$ cat src/rtl/clock_pkg.sv
// Shared definitions for the BCD alarm clock: field selects, BCD limits,
// active-low seven-segment patterns and the BCD field step/validation helpers.
package clock_pkg;

    typedef enum logic [1:0] {
        SEL_HH = 2'd0,
        SEL_MM = 2'd1,
        SEL_SS = 2'd2,
        SEL_CC = 2'd3
    } field_sel_t;

    localparam logic [7:0] LIM_HH = 8'h23;
    localparam logic [7:0] LIM_MM = 8'h59;
    localparam logic [7:0] LIM_SS = 8'h59;
    localparam logic [7:0] LIM_CC = 8'h99;

    localparam logic [6:0] SEG_0     = 7'h40;
    localparam logic [6:0] SEG_1     = 7'h79;
    localparam logic [6:0] SEG_2     = 7'h24;
    localparam logic [6:0] SEG_3     = 7'h30;
    localparam logic [6:0] SEG_4     = 7'h19;
    localparam logic [6:0] SEG_5     = 7'h12;
    localparam logic [6:0] SEG_6     = 7'h02;
    localparam logic [6:0] SEG_7     = 7'h78;
    localparam logic [6:0] SEG_8     = 7'h00;
    localparam logic [6:0] SEG_9     = 7'h10;
    localparam logic [6:0] SEG_BLANK = 7'h7F;

    typedef struct packed {
        logic       carry;
        logic [7:0] value;
    } bcd_step_t;

    function automatic bcd_step_t bcd_inc(input logic [7:0] value, input logic [7:0] limit);
        bcd_step_t r;
        r.carry = 1'b0;
        r.value = 8'h00;
        if (value >= limit) begin
            r.carry = 1'b1;
            r.value = 8'h00;
        end else if (value[3:0] >= 4'd9) begin
            r.value = {value[7:4] + 4'd1, 4'd0};
        end else begin
            r.value = {value[7:4], value[3:0] + 4'd1};
        end
        return r;
    endfunction

    function automatic logic bcd_valid(input logic [7:0] value, input logic [7:0] limit);
        return (value[7:4] <= 4'd9) && (value[3:0] <= 4'd9) && (value <= limit);
    endfunction

    function automatic logic [7:0] field_limit(input logic [1:0] sel);
        logic [7:0] lim;
        case (sel)
            SEL_HH:  lim = LIM_HH;
            SEL_MM:  lim = LIM_MM;
            SEL_SS:  lim = LIM_SS;
            SEL_CC:  lim = LIM_CC;
            default: lim = 8'h00;
        endcase
        return lim;
    endfunction

endpackage

$ cat src/rtl/bcd_seg7.sv
// BCD digit to active-low seven-segment decoder; non-decimal codes blank the digit.
module bcd_seg7
    import clock_pkg::*;
(
    input  logic [3:0] bcd,
    output logic [6:0] seg
);

    // Digit pattern lookup.
    always_comb begin
        seg = SEG_BLANK;
        case (bcd)
            4'd0:    seg = SEG_0;
            4'd1:    seg = SEG_1;
            4'd2:    seg = SEG_2;
            4'd3:    seg = SEG_3;
            4'd4:    seg = SEG_4;
            4'd5:    seg = SEG_5;
            4'd6:    seg = SEG_6;
            4'd7:    seg = SEG_7;
            4'd8:    seg = SEG_8;
            4'd9:    seg = SEG_9;
            default: seg = SEG_BLANK;
        endcase
    end

endmodule

$ cat src/rtl/bcd_alarm_clock.sv
// BCD HH:MM:SS:CC time-of-day clock with settable alarm, timed buzzer and eight HEX drivers.
// Define ALARM_SNOOZE_EN to build the snooze countdown; otherwise alarm_snooze is ignored.
module bcd_alarm_clock
    import clock_pkg::*;
#(
    parameter int CLK_HZ     = 50_000_000,
    parameter int TICK_HZ    = 100,
    parameter int ALARM_SECS = 30,
    parameter int SNOOZE_S   = 300
) (
    input  logic        CLOCK_50,
    input  logic        reset_n,
    input  logic [7:0]  time_in,
    input  logic [1:0]  set_sel,
    input  logic        set_time,
    input  logic        set_alarm,
    input  logic        alarm_en,
    input  logic        alarm_ack,
    input  logic        alarm_snooze,
    input  logic        show_alarm,
    output logic [31:0] time_bcd,
    output logic [31:0] alarm_bcd,
    output logic        tick,
    output logic        set_err,
    output logic        alarm_sound,
    output logic [6:0]  hex7,
    output logic [6:0]  hex6,
    output logic [6:0]  hex5,
    output logic [6:0]  hex4,
    output logic [6:0]  hex3,
    output logic [6:0]  hex2,
    output logic [6:0]  hex1,
    output logic [6:0]  hex0
);

    localparam int              PRESCALE     = CLK_HZ / TICK_HZ;
    localparam int              PW           = (PRESCALE > 2) ? $clog2(PRESCALE) : 1;
    localparam logic [PW-1:0]   PRE_TC       = PW'(PRESCALE - 1);
    localparam logic [7:0]      ALARM_SECS_V = 8'(ALARM_SECS);

    logic [PW-1:0] presc_r;
    logic [7:0]    hh_r, mm_r, ss_r, cc_r;
    logic [7:0]    al_hh_r, al_mm_r, al_ss_r, al_cc_r;
    logic          tick_r, sec_tick_r, set_err_r;
    logic          sound_r;
    logic [7:0]    secs_r;
    logic [6:0]    hex_r [8];
    logic [6:0]    seg_s [8];

    logic [7:0]    limit_s;
    logic          wr_ok_s, tc_s, fire_s;
    bcd_step_t     cc_step_s, ss_step_s, mm_step_s, hh_step_s;
    logic [31:0]   disp_s;

    // Write validation, prescaler terminal count and carry chain.
    always_comb begin
        limit_s   = field_limit(set_sel);
        wr_ok_s   = bcd_valid(time_in, limit_s);
        tc_s      = (presc_r == PRE_TC);
        cc_step_s = bcd_inc(cc_r, LIM_CC);
        ss_step_s = bcd_inc(ss_r, LIM_SS);
        mm_step_s = bcd_inc(mm_r, LIM_MM);
        hh_step_s = bcd_inc(hh_r, LIM_HH);
        fire_s    = tick_r && alarm_en &&
                    ({hh_r, mm_r, ss_r, cc_r} == {al_hh_r, al_mm_r, al_ss_r, al_cc_r});
        disp_s    = show_alarm ? {al_hh_r, al_mm_r, al_ss_r, al_cc_r}
                               : {hh_r, mm_r, ss_r, cc_r};
    end

    // Prescaler, time-of-day counter and time-field writes; a valid write drops a coincident tick.
    always_ff @(posedge CLOCK_50 or negedge reset_n) begin
        if (!reset_n) begin
            presc_r    <= '0;
            hh_r       <= 8'h00;
            mm_r       <= 8'h00;
            ss_r       <= 8'h00;
            cc_r       <= 8'h00;
            tick_r     <= 1'b0;
            sec_tick_r <= 1'b0;
            set_err_r  <= 1'b0;
        end else begin
            tick_r     <= 1'b0;
            sec_tick_r <= 1'b0;
            set_err_r  <= (set_time || set_alarm) && !wr_ok_s;
            if (set_time && wr_ok_s) begin
                presc_r <= '0;
                case (set_sel)
                    SEL_HH:  hh_r <= time_in;
                    SEL_MM:  mm_r <= time_in;
                    SEL_SS:  ss_r <= time_in;
                    SEL_CC:  cc_r <= time_in;
                    default: cc_r <= cc_r;
                endcase
            end else if (tc_s) begin
                presc_r    <= '0;
                tick_r     <= 1'b1;
                sec_tick_r <= cc_step_s.carry;
                cc_r       <= cc_step_s.value;
                if (cc_step_s.carry) begin
                    ss_r <= ss_step_s.value;
                    if (ss_step_s.carry) begin
                        mm_r <= mm_step_s.value;
                        if (mm_step_s.carry) begin
                            hh_r <= hh_step_s.value;
                        end else begin
                            hh_r <= hh_r;
                        end
                    end else begin
                        mm_r <= mm_r;
                    end
                end else begin
                    ss_r <= ss_r;
                end
            end else begin
                presc_r <= presc_r + PW'(1);
            end
        end
    end

    // Alarm setpoint writes.
    always_ff @(posedge CLOCK_50 or negedge reset_n) begin
        if (!reset_n) begin
            al_hh_r <= 8'h00;
            al_mm_r <= 8'h00;
            al_ss_r <= 8'h00;
            al_cc_r <= 8'h00;
        end else if (set_alarm && wr_ok_s) begin
            case (set_sel)
                SEL_HH:  al_hh_r <= time_in;
                SEL_MM:  al_mm_r <= time_in;
                SEL_SS:  al_ss_r <= time_in;
                SEL_CC:  al_cc_r <= time_in;
                default: al_cc_r <= al_cc_r;
            endcase
        end else begin
            al_cc_r <= al_cc_r;
        end
    end

`ifdef ALARM_SNOOZE_EN
    logic        snz_act_r;
    logic [15:0] snz_cnt_r;
    localparam logic [15:0] SNOOZE_V = 16'(SNOOZE_S);
`else
    logic unused_snooze_s;
    assign unused_snooze_s = alarm_snooze ^ SNOOZE_S[0];
`endif

    // Buzzer: enable gate, acknowledge, snooze, fire and per-second timeout, in priority order.
    always_ff @(posedge CLOCK_50 or negedge reset_n) begin
        if (!reset_n) begin
            sound_r   <= 1'b0;
            secs_r    <= 8'd0;
`ifdef ALARM_SNOOZE_EN
            snz_act_r <= 1'b0;
            snz_cnt_r <= 16'd0;
`endif
        end else if (!alarm_en) begin
            sound_r   <= 1'b0;
            secs_r    <= 8'd0;
`ifdef ALARM_SNOOZE_EN
            snz_act_r <= 1'b0;
            snz_cnt_r <= 16'd0;
`endif
        end else if (alarm_ack) begin
            sound_r   <= 1'b0;
            secs_r    <= 8'd0;
`ifdef ALARM_SNOOZE_EN
            snz_act_r <= 1'b0;
            snz_cnt_r <= 16'd0;
        end else if (alarm_snooze && sound_r) begin
            sound_r   <= 1'b0;
            secs_r    <= 8'd0;
            snz_act_r <= 1'b1;
            snz_cnt_r <= SNOOZE_V;
`endif
        end else if (fire_s) begin
            sound_r   <= 1'b1;
            secs_r    <= ALARM_SECS_V;
`ifdef ALARM_SNOOZE_EN
            snz_act_r <= 1'b0;
`endif
        end else if (sec_tick_r) begin
            if (sound_r) begin
                if (secs_r <= 8'd1) begin
                    sound_r <= 1'b0;
                    secs_r  <= 8'd0;
                end else begin
                    secs_r  <= secs_r - 8'd1;
                end
            end else begin
                secs_r <= secs_r;
            end
`ifdef ALARM_SNOOZE_EN
            // Sounding and snooze-pending are mutually exclusive, so these never collide.
            if (snz_act_r) begin
                if (snz_cnt_r <= 16'd1) begin
                    snz_act_r <= 1'b0;
                    snz_cnt_r <= 16'd0;
                    sound_r   <= 1'b1;
                    secs_r    <= ALARM_SECS_V;
                end else begin
                    snz_cnt_r <= snz_cnt_r - 16'd1;
                end
            end else begin
                snz_cnt_r <= snz_cnt_r;
            end
`endif
        end else begin
            sound_r <= sound_r;
        end
    end

    for (genvar gi = 0; gi < 8; gi++) begin : g_seg
        bcd_seg7 u_seg (
            .bcd (disp_s[4*gi +: 4]),
            .seg (seg_s[gi])
        );
    end

    // Registered HEX drivers.
    always_ff @(posedge CLOCK_50 or negedge reset_n) begin
        if (!reset_n) begin
            for (int i = 0; i < 8; i++) begin
                hex_r[i] <= SEG_0;
            end
        end else begin
            for (int i = 0; i < 8; i++) begin
                hex_r[i] <= seg_s[i];
            end
        end
    end

    assign time_bcd    = {hh_r, mm_r, ss_r, cc_r};
    assign alarm_bcd   = {al_hh_r, al_mm_r, al_ss_r, al_cc_r};
    assign tick        = tick_r;
    assign set_err     = set_err_r;
    assign alarm_sound = sound_r;
    assign hex7        = hex_r[7];
    assign hex6        = hex_r[6];
    assign hex5        = hex_r[5];
    assign hex4        = hex_r[4];
    assign hex3        = hex_r[3];
    assign hex2        = hex_r[2];
    assign hex1        = hex_r[1];
    assign hex0        = hex_r[0];

endmodule

$ cat config.mk
export PLATFORM = sky130hd
export DESIGN_NAME = bcd_alarm_clock
export DESIGN_NICKNAME = d
export VERILOG_FILES = /design/src/rtl/clock_pkg.sv /design/src/rtl/bcd_seg7.sv /design/src/rtl/bcd_alarm_clock.sv
export SDC_FILE = /design/constraint.sdc
export NUM_CORES = 1
export LEC_CHECK = 0
export ABC_AREA = 0
export BUFFER_PORTS_ARGS = -buffer_cell sky130_fd_sc_hd__buf_4
export CORE_ASPECT_RATIO = 1.25
export CORE_MARGIN = 5
export CORE_UTILIZATION = 62
export CTS_CLUSTER_DIAMETER = 30
export DETAILED_ROUTE_END_ITERATION = 7
export GPL_ROUTABILITY_DRIVEN = 0
export HOLD_SLACK_MARGIN = 0.15
export PLACE_DENSITY_LB_ADDON = 0.15
export SYNTH_ARGS = -nofsm -noshare
export SYNTH_HDL_FRONTEND = slang
export SYNTH_HIERARCHICAL = 1
export SYNTH_SLANG_ARGS = --single-unit
$ cat constraint.sdc
create_clock -name CLOCK_50 -period 5.2 [get_ports CLOCK_50]
set_input_delay 1.04 -clock CLOCK_50 [delete_from_list [all_inputs] [get_ports CLOCK_50]]
set_output_delay 1.04 -clock CLOCK_50 [all_outputs]
set_load 0.01 [all_outputs]
# Word-level counts from Yosys, hierarchy flattened
# Memory sizes are Yosys's and may differ from the RTL's. A register that Yosys moved wholly into a read port is not among the register bits.
# Cells that the tools add are included.
[op_classes]
add_sub_neg = 10
multipliers = 0
div = 0
order_cmp = 12
eq_ne = 11
n_shift = 0
n_mux = 49
bitwise = 0
n_reduce_logical = 40
[ops]
columns = ["op", "count"]
rows = [
  ["$mux W8", 32],
  ["$mux W19", 2],
  ["$add A4 B1 Y4 const B", 8],
  ["$eq A32 B32 Y1", 1],
  ["$mux W32", 1],
  ["$pmux W8 S3", 1],
  ["$add A19 B1 Y19 const B", 1],
  ["$eq A19 B19 Y1 const B", 1],
  ["$ge A4 B4 Y1 const B", 4],
  ["$ge A8 B7 Y1 const B", 2],
  ["$mux W1", 13],
  ["$reduce_and A2 Y1", 6],
  ["$reduce_bool A3 Y1", 4],
  ["$reduce_and A5 Y1", 2],
  ["$logic_not A1 Y1", 9],
  ["$ge A8 B6 Y1 const B", 1],
  ["$ge A8 B8 Y1 const B", 1],
  ["$le A4 B4 Y1 const B", 2],
  ["$le A8 B1 Y1 const B", 1],
  ["$le A8 B8 Y1", 1],
  ["$ne A2 B1 Y1 const B", 4],
  ["$ne A4 B1 Y1 const B", 2],
  ["$reduce_and A4 Y1", 2],
  ["$reduce_bool A2 Y1", 4],
  ["9 further kinds", 17],
]
[totals]
regBits = 95
latchBits = 0
ram_bits = 0
mem_bits_ro = 896
inputBits = 18
n_memories = 8
[mem_list]
columns = ["name", "words", "word_bits", "read_ports", "rd_ports_with_merged_regs", "write_ports", "line", "source"]
rows = [
  ["(no name shown)", 16, 7, 1, 1, 0, "bcd_seg7.sv:12", "case (bcd)"],
  ["(no name shown)", 16, 7, 1, 1, 0, "bcd_seg7.sv:12", ""],
  ["(no name shown)", 16, 7, 1, 1, 0, "bcd_seg7.sv:12", ""],
  ["(no name shown)", 16, 7, 1, 1, 0, "bcd_seg7.sv:12", ""],
  ["(no name shown)", 16, 7, 1, 1, 0, "bcd_seg7.sv:12", ""],
  ["(no name shown)", 16, 7, 1, 1, 0, "bcd_seg7.sv:12", ""],
  ["2 more memories", "--", "--", "--", "--", "--", "--", ""],
]

# Longest topological paths before layout
[logic_depth]
ltp_word = 8
ltp_mapped = 14
mapped_depth_nobuf = 11

# Hierarchy
# Netlist, hierarchy kept.
[by_module_without_submodules]
columns = ["module", "instances", "cells_per_inst", "area_each_um2", "seq_area_each_um2"]
rows = [
  ["bcd_alarm_clock", 1, 655, 7293.2, 3788.6],
  ["bcd_seg7 at g_seg[0].u_seg ...", 6, 33, 210.2, 0.0],
  ["bcd_seg7 at g_seg[2].u_seg ...", 2, 31, 200.2, 0.0],
]

# Worst setup path after synthesis
# No wires, ideal clock.
[synth_path]
path_type = "input-to-reg"
from = "input port set_sel[0]"
to = "register mm_r[6]"
arrival_time_ns = 3.276
path_slack_ns = 1.803
path_stages = 12
n_path_buf = 1
cell_sequence = "inv_1 > ha_1 > inv_1 > ha_1 > a21oi_1 > o221ai_1 > a41o_2 > a21oi_4 > buf_6 > mux2i_4 > o21ai_0 > a22o_1"
[synth_via]
elab_chain_len = 8
[synth_lines]
columns = ["item", "line", "source"]
rows = [
  ["start: declaration", "bcd_alarm_clock.sv:14", "input logic [1:0] set_sel,"],
  ["$eq A2 B2 Y1 / $eq A2 B1 Y1 (equally long branches)", "clock_pkg.sv:55, bcd_alarm_clock.sv:87", ""],
  ["$reduce_or A2 Y1 (no line)", "--", ""],
  ["$pmux W8 S3", "clock_pkg.sv:55", "case (sel)"],
  ["$le A8 B8 Y1", "clock_pkg.sv:50", "return (value[7:4] <= 4'd9) && (value[3:0] <= 4'd9) && (value <= limit);"],
  ["$logic_and A1 B1 Y1", "clock_pkg.sv:50", ""],
  ["$logic_and A1 B1 Y1", "bcd_alarm_clock.sv:85", "if (set_time && wr_ok_s) begin"],
  ["$ne A2 B1 Y1 (no line) (tied with other cells)", "--", ""],
  ["$reduce_and A5 Y1 (no line)", "--", ""],
  ["end signal: assignment", "bcd_alarm_clock.sv:89", "SEL_MM: mm_r <= time_in;"],
  ["end signal: assignment", "bcd_alarm_clock.sv:102", "mm_r <= mm_step_s.value;"],
  ["end signal: assignment", "bcd_alarm_clock.sv:109", "mm_r <= mm_r;"],
  ["end: declaration", "bcd_alarm_clock.sv:42", "logic [7:0] hh_r, mm_r, ss_r, cc_r;"],
]
# Several ways; a longest one is shown, not always the timed one. The select of a mux whose other input is x is not followed.
# A chain may end at the register's enable or synchronous reset.

# Worst setup path in the final report
[layout_path]
from = "input port set_sel[0]"
to = "register hh_r[7]"
[layout_via]
elab_chain_len = 8
[layout_lines]
columns = ["item", "line", "source"]
rows = [
  ["$eq A2 B2 Y1 / $eq A2 B1 Y1 (equally long branches)", "clock_pkg.sv:55", ""],
  ["$reduce_or A2 Y1 (no line)", "--", ""],
  ["$pmux W8 S3", "clock_pkg.sv:55", ""],
  ["$le A8 B8 Y1", "clock_pkg.sv:50", ""],
  ["$logic_and A1 B1 Y1", "clock_pkg.sv:50", ""],
  ["$logic_and A1 B1 Y1", "bcd_alarm_clock.sv:85", ""],
  ["$ne A2 B1 Y1 (no line) (tied with other cells)", "--", ""],
  ["$reduce_and A6 Y1 (no line)", "--", ""],
  ["end signal: assignment", "bcd_alarm_clock.sv:88", "SEL_HH: hh_r <= time_in;"],
  ["end signal: assignment", "bcd_alarm_clock.sv:104", "hh_r <= hh_step_s.value;"],
  ["end signal: assignment", "bcd_alarm_clock.sv:106", "hh_r <= hh_r;"],
  ["end: declaration", "bcd_alarm_clock.sv:42", ""],
]
# Several ways; a longest one is shown, not always the timed one. The select of a mux whose other input is x is not followed.

==> run metrics <==
starting DRC count in detailed routing 475; fin. max-slew vios 0; Clock Latency Late Sink 0.44 ns; Netlist cell types 61; Reg2Reg Setup Slack 1.87 ns; core area 0.0143 mm^2; fraction of layout cells with a size suffix above 1 0.243; via count 7112; Worst Min Path Start presc_r[0]; Lkg Pwr 0.00492 uW; Avg Vias per Cell 5.77; RSZ-0062 raised after global routing false; met1 wire length 8930 um; Worst Skew 0.0146 ns; GRT overflow 0; Tot GR Track Use 0.263; post_cts resized 0; synthesized area per cell 9.79 um^2; Die H 144 um; ant diodes 0; Worst EP required 5.52 ns; Rel. slew slack 0.327; Hold Crit Class reg2reg; clock slew at reported path FFs 0.06 ns; mapped cell area 0.00895 mm^2; initial antenna violation count 0; Final #Nets 1130; root buffer cell clkbuf_16; Peak VDD IR 425 uV; PD cells 516 mW/mm^2; Main synth FF type dfrtp_1; WL/cell 18.0 um; CTS tree built; Max Cap Viol 0; DRC errors left 0; Final Critical Period 3.46 ns; YS warnings 6; Hold-fix buffers, CTS 0; Worst setup EP type register; Fmax 289 MHz; Initial Util 0.627; die area 0.0170 mm^2; num rows 49; Setup-failing EPs final 0; worst slew pin tran 0.998 ns; crit start category input pin; Seq/Total Area, Yosys 0.423; final wirelength 22200 um; I/O Pins 141; total CTS buffers 17; Hold EP presc_r[0]; Crit Path Category in2reg; Layout area overhead 18.7%; post-synthesis cell count 915; fillers 1059; Yosys reg bits 151; Highest Signal Layer met4; H-tree depth 4; reg2reg start ss_r[0]; # port buffers 139; outcome finished clean; Hold Path Depth 1; met2 wire length 11500 um; Bufs on Longest Clock Path 2; Final period util 0.666; Post-DRT Antenna Nets 0; Setup TNS 0 ns; async set-or-reset flop fraction in the synthesized netlist 1.00; Num Clock Sinks 151; first-pass GRT wire length 35600 um; vias in the first global route 6974; largest net degree at the start of global routing 97; Worst R2R End hh_r[7]; Core Util, Final 0.744; Final Hold Vio Count 0; Die Wd 117 um; CP max FO 27; DRT Pass-1 Iters 5; dpl hpwl 16000 um; Worst Path Arrival 3.78 ns; setup bufs post-CTS 0; synthesized net count 1004; routed wl met3 1140 um; Post-synth EDFFs 0; R2R cell count 10
-- synth_stat cells, drive strengths merged, types with 2 or more instances --
master / instances / area, um^2
a21o: 2 / 15.0
o22ai: 3 / 18.8
a31oi: 9 / 56.3
nor4bb: 3 / 30.0
xnor2: 36 / 315
o31ai: 9 / 72.6
nor2b: 2 / 12.5
xor2: 15 / 131
a21boi: 2 / 15.0
ha: 71 / 888
and4: 4 / 37.5
a41o: 2 / 21.3
dfstp: 8 / 210
and2: 7 / 43.8
nor4: 2 / 12.5
nand2b: 35 / 219
nor3: 15 / 97.6
nand3b: 2 / 15.0
o21ai: 89 / 445
or2: 12 / 80.1
buf: 30 / 221
mux2: 52 / 593
clkbuf: 6 / 22.5
a21bo: 2 / 20.0
and3: 4 / 25.0
nor3b: 4 / 41.3
inv: 63 / 236
nor2: 78 / 293
dfrtp: 143 / 3580
o211ai: 7 / 52.6
nand2: 69 / 259
a21oi: 52 / 294
a221oi: 4 / 35.0
nand3: 19 / 95.1
a22o: 9 / 78.8
a32oi: 3 / 26.3
or2b: 6 / 45.0
o2111ai: 2 / 17.5
or3: 6 / 42.5
o21a: 8 / 60.1
or3b: 2 / 17.5
nand4: 12 / 75.1
mux2i: 4 / 68.8
-- logic make-up (layout without fill, tap and decap cells) --
kind of cell,Yosys count,in the layout,synth area share
simple gates,282,282,0.161
fa+ha+maj,71,71,0.0992
xor+xnor,51,51,0.0499
flops,151,151,0.423
mux,56,56,0.0739
buf+inv,99,238,0.0537
compound gates,205,205,0.139
-- final cells by class --
type,instances,area (um^2),share of cell area
Multi-Input combinational cell,665,4690,0.441
Sequential cell,151,3790,0.356
Timing Repair Buffer,143,1090,0.103
Clock buffer,22,484,0.0456
Inverter,63,236,0.0223
Tap cell,178,223,0.0210
Clock inverter,10,120,0.0113
-- state kept, by name (all words and copies together) (netlist names), 8 cells and up --
name     flops
al_mm_r      8
mm_r         8
presc_r     19
al_hh_r      8
secs_r       8
ss_r         8
cc_r         8
al_ss_r      8
al_cc_r      8
hh_r         8
-- stage by stage --
| step | instances | setup slack (ns) | total power (uW) | area (um^2) | hold slack, ns |
|---|---|---|---|---|---|
| 2_1_floorplan | 915 | 1.80 | 3280 | 8950 | 0.455 |
| 3_3_place_gp | 1200 | 1.41 | 4190 | 10000 | 0.481 |
| 3_5_place_dp | 1200 | 1.34 | 4260 | 10000 | 0.484 |
| 4_1_cts | 1232 | 1.77 | 5520 | 10600 | 0.517 |
| 5_1_grt | 1232 | 1.56 | 5860 | 10600 | 0.567 |
| 6_report | 1232 | 1.74 | 5490 | 10600 | 0.515 |
-- how the worst max path moves through the flow --
stage | slack [ns] | startpoint | endpoint
after floorplan | 1.80 | set_sel[0] | mm_r[6]
after global placement | 1.41 | set_sel[0] | hh_r[5]
after detailed placement | 1.34 | set_sel[0] | cc_r[6]
after CTS | 1.77 | set_sel[0] | hh_r[7]
after global routing | 1.56 | set_sel[0] | hh_r[7]
final | 1.74 | set_sel[0] | hh_r[7]
-- layout by cell type, fill, tap and decap left out, types with 15 or more instances in the layout --
| cell | n |
|---|---|
| nand3_1 | 19 |
| nand2_1 | 69 |
| xnor2_1 | 36 |
| xor2_1 | 15 |
| o21ai_0 | 89 |
| nor2_1 | 78 |
| ha_1 | 71 |
| mux2_2 | 50 |
| inv_1 | 63 |
| a21oi_1 | 45 |
| nand2b_1 | 35 |
| clkbuf_16 | 17 |
| buf_4 | 141 |
| dfrtp_1 | 143 |
-- layer usage --
| layer | vias to the layer above | track usage |
|---|---|---|
| met2 | 204 | 0.459 |
| met4 | 0 | 0.106 |
| met5 | - | 0 |
| met1 | 3479 | 0.319 |
| li1 | 3385 | - |
| met3 | 44 | 0.0575 |
-- report_power, final --
group / total (uW) / switching [uW] / internal, uW
registers: 1980 / 392 / 1590
clock network: 1240 / 484 / 757
logic: 2270 / 1190 / 1080
-- worst max-delay path, cell delays in order --
cell and delay, ns:
buf_4 0.12, inv_1 0.09, ha_1 0.33, inv_1 0.08, ha_1 0.27, nand3_1 0.09
o221ai_1 0.12, a41o_2 0.28, a21oi_4 0.34, buf_12 0.25, nor3b_4 0.10, nor2_1 0.26
mux2_2 0.38
(Power assumes the default switching activity.)
